--- config.mk ---
export PLATFORM = sky130hd
export DESIGN_NAME = serial_frame_controller
export DESIGN_NICKNAME = d
export VERILOG_FILES = /design/src/rtl/serial_frame_controller.sv
export SDC_FILE = /design/constraint.sdc
export NUM_CORES = 1
export LEC_CHECK = 0
export CELL_PAD_IN_SITES_DETAIL_PLACEMENT = 1
export CELL_PAD_IN_SITES_GLOBAL_PLACEMENT = 1
export CORE_AREA = 2 2 77 97
export CTS_BUF_LIST = sky130_fd_sc_hd__clkbuf_8
export DETAILED_ROUTE_END_ITERATION = 8
export DIE_AREA = 0 0 79 99
export PLACE_DENSITY_LB_ADDON = 0.1
export SYNTH_ARGS = -nofsm -noshare
export SYNTH_HDL_FRONTEND = slang
export SYNTH_SLANG_ARGS = --single-unit
--- constraint.sdc ---
create_clock -name clock -period 6.9 [get_ports clock]
set_clock_uncertainty 0.15 [all_clocks]
set_input_delay 2.07 -clock clock [delete_from_list [all_inputs] [get_ports clock]]
set_output_delay 2.07 -clock clock [all_outputs]
set_load 0.005 [all_outputs]
--- src/rtl/serial_frame_controller.sv ---
// serial_frame_controller
//   Sequencing controller in front of the serial_decode 192-bit frame shift
//   register. It synchronises the raw serial pins, turns each serial-clock
//   rising edge into a one-cycle shift strobe, validates completed frames,
//   holds a good frame until it is acknowledged, and clears the decoder after
//   every frame, on field errors and on inter-bit timeouts.
//
// Ports
//   clock, reset_n         system clock, asynchronous active-low reset
//   serial_clock_in/data   raw serial pins (asynchronous to clock)
//   decoder_reset          one-cycle synchronous clear to serial_decode
//   decoder_serial_clock   one-cycle shift strobe to serial_decode
//   decoder_serial_data    synchronised data aligned with the strobe
//   decoder_full           serial_decode holds 192 bits
//   decoder_preamble/type  frame fields from serial_decode
//   frame_valid            decoder holds a validated frame
//   frame_ack              consumer has read the frame
//   error/timeout/overrun_count  saturating event counters
module serial_frame_controller #(
  parameter int unsigned TIMEOUT_CYCLES = 4096,
  parameter logic [31:0] PREAMBLE       = 32'hAAAAAAAA,
  parameter int unsigned COUNT_WIDTH    = 8
) (
  input  logic                   clock,
  input  logic                   reset_n,
  input  logic                   serial_clock_in,
  input  logic                   serial_data_in,
  output logic                   decoder_reset,
  output logic                   decoder_serial_clock,
  output logic                   decoder_serial_data,
  input  logic                   decoder_full,
  input  logic [31:0]            decoder_preamble,
  input  logic [15:0]            decoder_type_1,
  input  logic [15:0]            decoder_type_2,
  output logic                   frame_valid,
  input  logic                   frame_ack,
  output logic [COUNT_WIDTH-1:0] error_count,
  output logic [COUNT_WIDTH-1:0] timeout_count,
  output logic [COUNT_WIDTH-1:0] overrun_count
);

  localparam int unsigned TIMER_WIDTH = $clog2(TIMEOUT_CYCLES) + 1;

  typedef enum logic [2:0] {
    CLEAR,
    IDLE,
    RECEIVE,
    CHECK,
    HOLD
  } state_t;

  state_t state, next_state;

  logic clk_meta, clk_sync, clk_hist;
  logic data_meta, data_sync;
  logic pin_edge;
  logic frame_pass;

  logic [TIMER_WIDTH-1:0] timer;
  logic                   overrun_seen;

  logic strobe_next;
  logic timer_clear, timer_inc;
  logic inc_error, inc_timeout, inc_overrun;

  // Clock-path flops reset high so a pin already high at reset release does
  // not look like a rising edge.
  always_ff @(posedge clock or negedge reset_n) begin
    if (!reset_n) begin
      clk_meta  <= 1'b1;
      clk_sync  <= 1'b1;
      clk_hist  <= 1'b1;
      data_meta <= 1'b0;
      data_sync <= 1'b0;
    end else begin
      clk_meta  <= serial_clock_in;
      clk_sync  <= clk_meta;
      clk_hist  <= clk_sync;
      data_meta <= serial_data_in;
      data_sync <= data_meta;
    end
  end

  assign pin_edge   = clk_sync & ~clk_hist;
  assign frame_pass = (decoder_preamble == PREAMBLE) &&
                      (decoder_type_1 == decoder_type_2);

  always_ff @(posedge clock or negedge reset_n) begin
    if (!reset_n) begin
      state <= CLEAR;
    end else begin
      state <= next_state;
    end
  end

  always_comb begin
    next_state  = state;
    strobe_next = 1'b0;
    timer_clear = 1'b0;
    timer_inc   = 1'b0;
    inc_error   = 1'b0;
    inc_timeout = 1'b0;
    inc_overrun = 1'b0;
    case (state)
      CLEAR: begin
        next_state = IDLE;
      end
      IDLE: begin
        if (pin_edge) begin
          strobe_next = 1'b1;
          timer_clear = 1'b1;
          next_state  = RECEIVE;
        end
      end
      RECEIVE: begin
        strobe_next = pin_edge;
        timer_clear = pin_edge;
        timer_inc   = ~pin_edge;
        // A completed frame wins over a timeout landing in the same cycle.
        if (decoder_full) begin
          next_state = CHECK;
        end else if (timer == TIMER_WIDTH'(TIMEOUT_CYCLES - 1)) begin
          inc_timeout = 1'b1;
          next_state  = CLEAR;
        end
      end
      CHECK: begin
        if (frame_pass) begin
          next_state = HOLD;
        end else begin
          inc_error  = 1'b1;
          next_state = CLEAR;
        end
      end
      HOLD: begin
        inc_overrun = pin_edge & ~overrun_seen;
        if (frame_ack) begin
          next_state = CLEAR;
        end
      end
      default: begin
        next_state = CLEAR;
      end
    endcase
  end

  always_ff @(posedge clock or negedge reset_n) begin
    if (!reset_n) begin
      decoder_serial_clock <= 1'b0;
      decoder_serial_data  <= 1'b0;
      timer                <= '0;
      overrun_seen         <= 1'b0;
    end else begin
      decoder_serial_clock <= strobe_next;
      decoder_serial_data  <= data_sync;
      if (timer_clear) begin
        timer <= '0;
      end else if (timer_inc) begin
        timer <= timer + TIMER_WIDTH'(1);
      end
      // Re-armed in CHECK so each HOLD period counts at most one overrun.
      if (state == CHECK) begin
        overrun_seen <= 1'b0;
      end else if (inc_overrun) begin
        overrun_seen <= 1'b1;
      end
    end
  end

  always_ff @(posedge clock or negedge reset_n) begin
    if (!reset_n) begin
      error_count   <= '0;
      timeout_count <= '0;
      overrun_count <= '0;
    end else begin
      if (inc_error && (error_count != '1)) begin
        error_count <= error_count + COUNT_WIDTH'(1);
      end
      if (inc_timeout && (timeout_count != '1)) begin
        timeout_count <= timeout_count + COUNT_WIDTH'(1);
      end
      if (inc_overrun && (overrun_count != '1)) begin
        overrun_count <= overrun_count + COUNT_WIDTH'(1);
      end
    end
  end

  assign decoder_reset = (state == CLEAR);
  assign frame_valid   = (state == HOLD);

endmodule

After elaboration in Yosys (flattened, before gate mapping) --
Cells that the tools add are included.
Cells by class: multiplexer cells 19, eq/ne operators 13, bitwise logic cells 5, add/subtract/negate cells 4, reductions and logical operators 8
Operator list (number):
- equality test 32 bit, second input constant | 1
- 2-to-1 mux 13 bit | 2
- adder 8 x 1 -> 8 bit, second input constant | 3
- != test 8 bit, second input constant | 3
- equality test 16 bit | 1
- 2-to-1 mux 3 bit | 5
- one-hot mux 3 bit (5 select lines) | 1
- adder 13 x 1 -> 13 bit, second input constant | 1
- equality test 13 x 12 -> 1 bit, second input constant | 1
- 2-to-1 mux 1 bit | 10
- equality test 3 x 2 -> 1 bit, second input constant | 2
- logical AND 1 bit | 4
- nonzero test 2 bit | 2
- equality test 3 x 1 -> 1 bit, second input constant | 1
- equality test 3 bit, second input constant | 1
- logical NOT 3 bit | 1
- != test 3 bit, second input constant | 1
- NOT 1 bit | 3
- AND reduction 3 bit | 1
- bitwise AND 1 bit | 2
- != test 2 x 1 -> 1 bit, second input constant | 1
- != test 2 bit, second input constant | 1
- one-hot mux 1 bit (2 select lines) | 1
Storage, ports and cells: register bits after elaboration 48, output and inout bits 28, word-level logic and storage cells 62, input port bits 70

Longest topological paths before layout --
word-level depth 6, mapped depth 7, mapped depth without buffers 7

Worst setup path after synthesis --
No wires, ideal clock.
kind input to register, start point in decoder_type_2[13], end point reg error_count[1], arrival 3540 ps, library setup time 125 ps, setup slack 3086 ps, stages on the path 7, required time 6625 ps, cells stage by stage xor2_1 nor4_1 nand4_1 or3_1 clkbuf_1 nand2_1 mux2_2
On the way: word-level cells in the longest chain between the ends 5
Ends and longest elaborated chain:
- from (decl) | RTL line 34 | input logic [15:0] decoder_type_2,
- equality test 16 bit | RTL line 86 | (decoder_type_1 == decoder_type_2);
- logical AND 1 bit | RTL line 85 | assign frame_pass = (decoder_preamble == PREAMBLE) &&
- 2-to-1 mux 1 bit | RTL line 128 | if (frame_pass) begin
- 2-to-1 mux 1 bit | RTL line 104 | case (state)
- logical AND 1 bit | RTL line 176 | if (inc_error && (error_count != '1)) begin
- to (signal assigned) | RTL line 177 | error_count <= error_count + COUNT_WIDTH'(1);
- to (decl) | RTL line 37 | output logic [COUNT_WIDTH-1:0] error_count,
Every way passes these cells. A chain may end at the register's enable or synchronous reset.

Worst setup path after layout --
start point reg state[2], end point out frame_valid
On the way: word-level cells in the longest chain between the ends 1
Ends and longest elaborated chain:
- from (decl) | RTL line 52 | state_t state, next_state;
- from (signal assigned) | RTL line 92 | state <= next_state;
- equality test 3 bit | RTL line 189 | assign frame_valid = (state == HOLD);
- to (decl) | RTL line 35 | output logic frame_valid,
Every way passes these cells.

==> results by group <==
Floorplan
  • Die Span X: 79 um
  • Initial Utilization: 35.2%
  • Die ar.: approximately 0.008 mm^2
  • Core area: 0.00689 mm^2
  • Row Count: 34
  • IO Count: 98
  • Chip height: 99 um

Clock tree
  • Clk slew on worst S/H paths: 0.09 ns
  • Skew-Pair Late Insertion Delay: around 0.3 ns
  • Clock tree from TritonCTS: done
  • Inserted Clock Buffers: 5
  • Cts hold-fix bufs: 0
  • Clock root buffer: clkbuf_8
  • Bufs on Longest Clock Path: 2
  • Post-CTS Setup Inserts: 0
  • CTS H-tree depth: 2
  • Clock tree sinks: between 40 and 50
  • Post-cts sizing count: 0

Critical path
  • Worst setup EP type: output pin
  • FF-to-FF path depth: 7
  • Nature of the critical path startpoint: register
  • Data required, critical path: 4.68 ns
  • RR Endpoint: timeout_count[5]
  • CP Max Fanout: 10
  • R2r setup slk: 4.31 ns
  • Worst Path Arrival: 1.93 ns
  • Reg2reg start: timer[0]
  • Worst setup path class: reg -> out

STA
  • Period utilisation layout: 60.2%
  • Max-slew violation count: 0
  • Worst relative slew slack: 30.2%
  • Hold Vio Cnt, Final: 0
  • Fmax: 241 MHz
  • Slew of the pin with the lowest slew margin: between 1 and 1.5 ns
  • Setup-failing EPs final: 0
  • Total Neg Setup Slack: 0 ns
  • RSZ-0062 raised after global routing: no
  • Hold WS: 0.202 ns
  • Tmin final: 4.15 ns

Finish
  • Ratio of cells with drive above 1 in the final layout: 6.48%
  • ANT cells: 0
  • Final instance area: 0.00360 mm^2
  • Layout Utilization: 52.2%
  • Layout Nets: 397
  • Area Overhead vs Synth: 48.5%
  • Fin cells: roughly 410

Synthesis
  • Adder-cell share of the synthesized area: just over 2%
  • Netlist cell types: slightly above 40
  • Syn nets: a little under 300
  • Synth Warn #: 0
  • Synth Area in XOR/XNOR: between 15 and 20%
  • EDFF count, synth: 0
  • Post-synthesis compound-gate area fraction: roughly 3.5%
  • Flops & latches, synth: 48
  • Register area share after synthesis: 49.7%
  • Asr flop ratio synth: 100%
  • Syn avg cell area: around 11 um^2
  • Post-synthesis mux area share: 1.39%
  • Largest family of logic cells by synthesized area: simple AND/OR/NAND/NOR gates
  • Top FF cell, synth: dfrtp_1
  • Simple-Gate Fraction of Synth Area: 25.1%
  • Mapped Cells: 222
  • Cell Area, Synth: roughly 0.0024 mm^2

Global routing
  • Met3 Usage GRT: about 5.4%
  • Tot GR Track Use: between 10% and 20%
  • Vias in the first global route: roughly 2300
  • Pin count of the biggest net entering global routing: 49
  • GR peak layer: met2
  • Initial antenna violation count: 0
  • GRT overflow: 0
  • Grt met1 use: between 10% and 20%
  • First-pass GRT wire length: about 10 mm
  • Grt met2 use: 28.4%

Power and ir drop
  • Net Switching: 178 uW
  • Max VDD drop: a little under 0.09 mV
  • Leak: about 0.0015 uW
  • Gate power share: 21.7%
  • Total power density per cell area: 190 mW/mm^2
  • Clk pwr share: 29.1%
  • Reg power frac: 49.2%
  • Internal power: 508 uW
  • Switching Fraction: 25.9%

Hold path
  • Hold_sp: data_meta
  • Min-Delay Path Class: reg -> reg
  • Hold depth: 0
  • Worst Hold End: data_sync

Route
  • Drt initial violations: 41
  • Drt pass-1 iters: 4
  • Routed wire length: 6.04 mm
  • Routed via count: 2025
  • Post-DRT Antenna Nets: 0
  • Vias per inst: 4.89
  • WL/cell: 14.6 um
  • Remaining DRCs: 0

Placement
  • DP Area: 0.00349 mm^2
  • IO buf count: 97
  • Placed cell count: around 410
  • Final Wtd Congestion: 0.755
  • DP HPWL: 4.82 mm

Job
  • Max_cap viols: 0

Run status
  • Status: finished clean
## routing by layer
metal	part of all wire (%)	wire length, um
met1	40	2420
met2	51	3080
met4	1.3	79
met5	0	0
met3	7.7	465
## power by group through the flow
stage | Combinational, uW | Clock, uW | Sequential (uW)
global route | 163 | 217 | 343
global placement | 149 | 0 | 342
CTS | 152 | 206 | 338
finish | 149 | 199 | 338
floorplan | 54.7 | 0 | 336
detailed placement | 151 | 0 | 343
## layout make-up
type | count | area, um^2
clock buffers | 5 | 68.8
inverters | 4 | 15.0
flip-flops and latches | 48 | 1200
clock inverters | 3 | 37.5
repair buffers | 98 | 973
multi-input cells | 166 | 1190
fillers | 794 | 3290
well taps | 90 | 113
## state kept, by name (all words and copies together), names as in the netlist, 3 cells and up
register	count
timer	13
error_count	8
overrun_count	8
timeout_count	8
state	3
## kinds of logic after synthesis
logic type | Yosys count
buffers and inverters | 8
AO/OA/AOI/OAI | 13
XOR/XNOR | 47
adder cells (fa/ha/maj) | 4
flip-flops | 48
AND/OR/NAND/NOR | 99
multiplexers | 3
## critical path, cell delays in order, from the launching register on
cell and delay, ns:
dfrtp_1 0.54, or3b_2 0.52, inv_1 0.07, clkdlybuf4s50_1 0.50
## synth_stat cells (2+ instances only)
| master | count | area share, % |
|---|---|---|
| dfrtp_1 | 45 | 46 |
| xor2_1 | 30 | 11 |
| nand2_1 | 18 | 2.8 |
| nor2_1 | 18 | 2.8 |
| xnor2_1 | 17 | 6.1 |
| nand3_1 | 11 | 2.3 |
| nand4_1 | 11 | 2.8 |
| nor4bb_1 | 8 | 3.3 |
| nor3_1 | 5 | 1.0 |
| ha_1 | 4 | 2.1 |
| inv_1 | 4 | 0.62 |
| nor4_1 | 4 | 1.0 |
| a21oi_1 | 3 | 0.62 |
| and3_1 | 3 | 0.77 |
| clkbuf_1 | 3 | 0.46 |
| dfstp_2 | 3 | 3.3 |
| mux2_2 | 3 | 1.4 |
| a21o_1 | 2 | 0.62 |
| a31oi_1 | 2 | 0.52 |
| and4_1 | 2 | 0.72 |
| nand2b_1 | 2 | 0.52 |
| nor2b_1 | 2 | 0.52 |
| o21ai_0 | 2 | 0.41 |
| or2b_1 | 2 | 0.62 |
| or3_1 | 2 | 0.52 |
## metrics by stage
stage	setup WS, ns	power (uW)
global placement	2.46	491
detailed placement	2.44	494
CTS	2.73	696
finish	2.75	686
global route	2.62	723
floorplan	3.09	391
## worst max path at each step
stage	start	endpoint	cells past startpoint
2_1_floorplan	decoder_type_2[13]	error_count[1]	7
3_3_place_gp	decoder_type_2[11]	error_count[1]	7
3_5_place_dp	decoder_type_2[11]	error_count[1]	7
4_1_cts	state[2]	frame_valid	3
5_1_grt	state[2]	frame_valid	3
6_report	state[2]	frame_valid	3
## layout by cell type, fill, tap and decap left out, drive strengths merged
cell,count
nor2,18
nor2b,2
o22a,1
bufinv,1
or3,3
nand3b,1
clkdlybuf4s50,96
inv,6
and3,3
a21o,2
or3b,2
a21oi,3
nand2b,2
nor3,5
nor4,5
o22ai,1
a41oi,1
and4,3
a31oi,2
dfrtp,45
nand4,12
buf,2
xnor2,17
xor2,30
or2b,2
ha,4
clkbuf,5
nor4bb,8
nand3,11
nand2,18
mux2,3
dfstp,3
nand4bb,1
o21a,1
nor4b,1
o21ai,2
and2,2
Note: power is estimated with default switching activity, not from simulation.
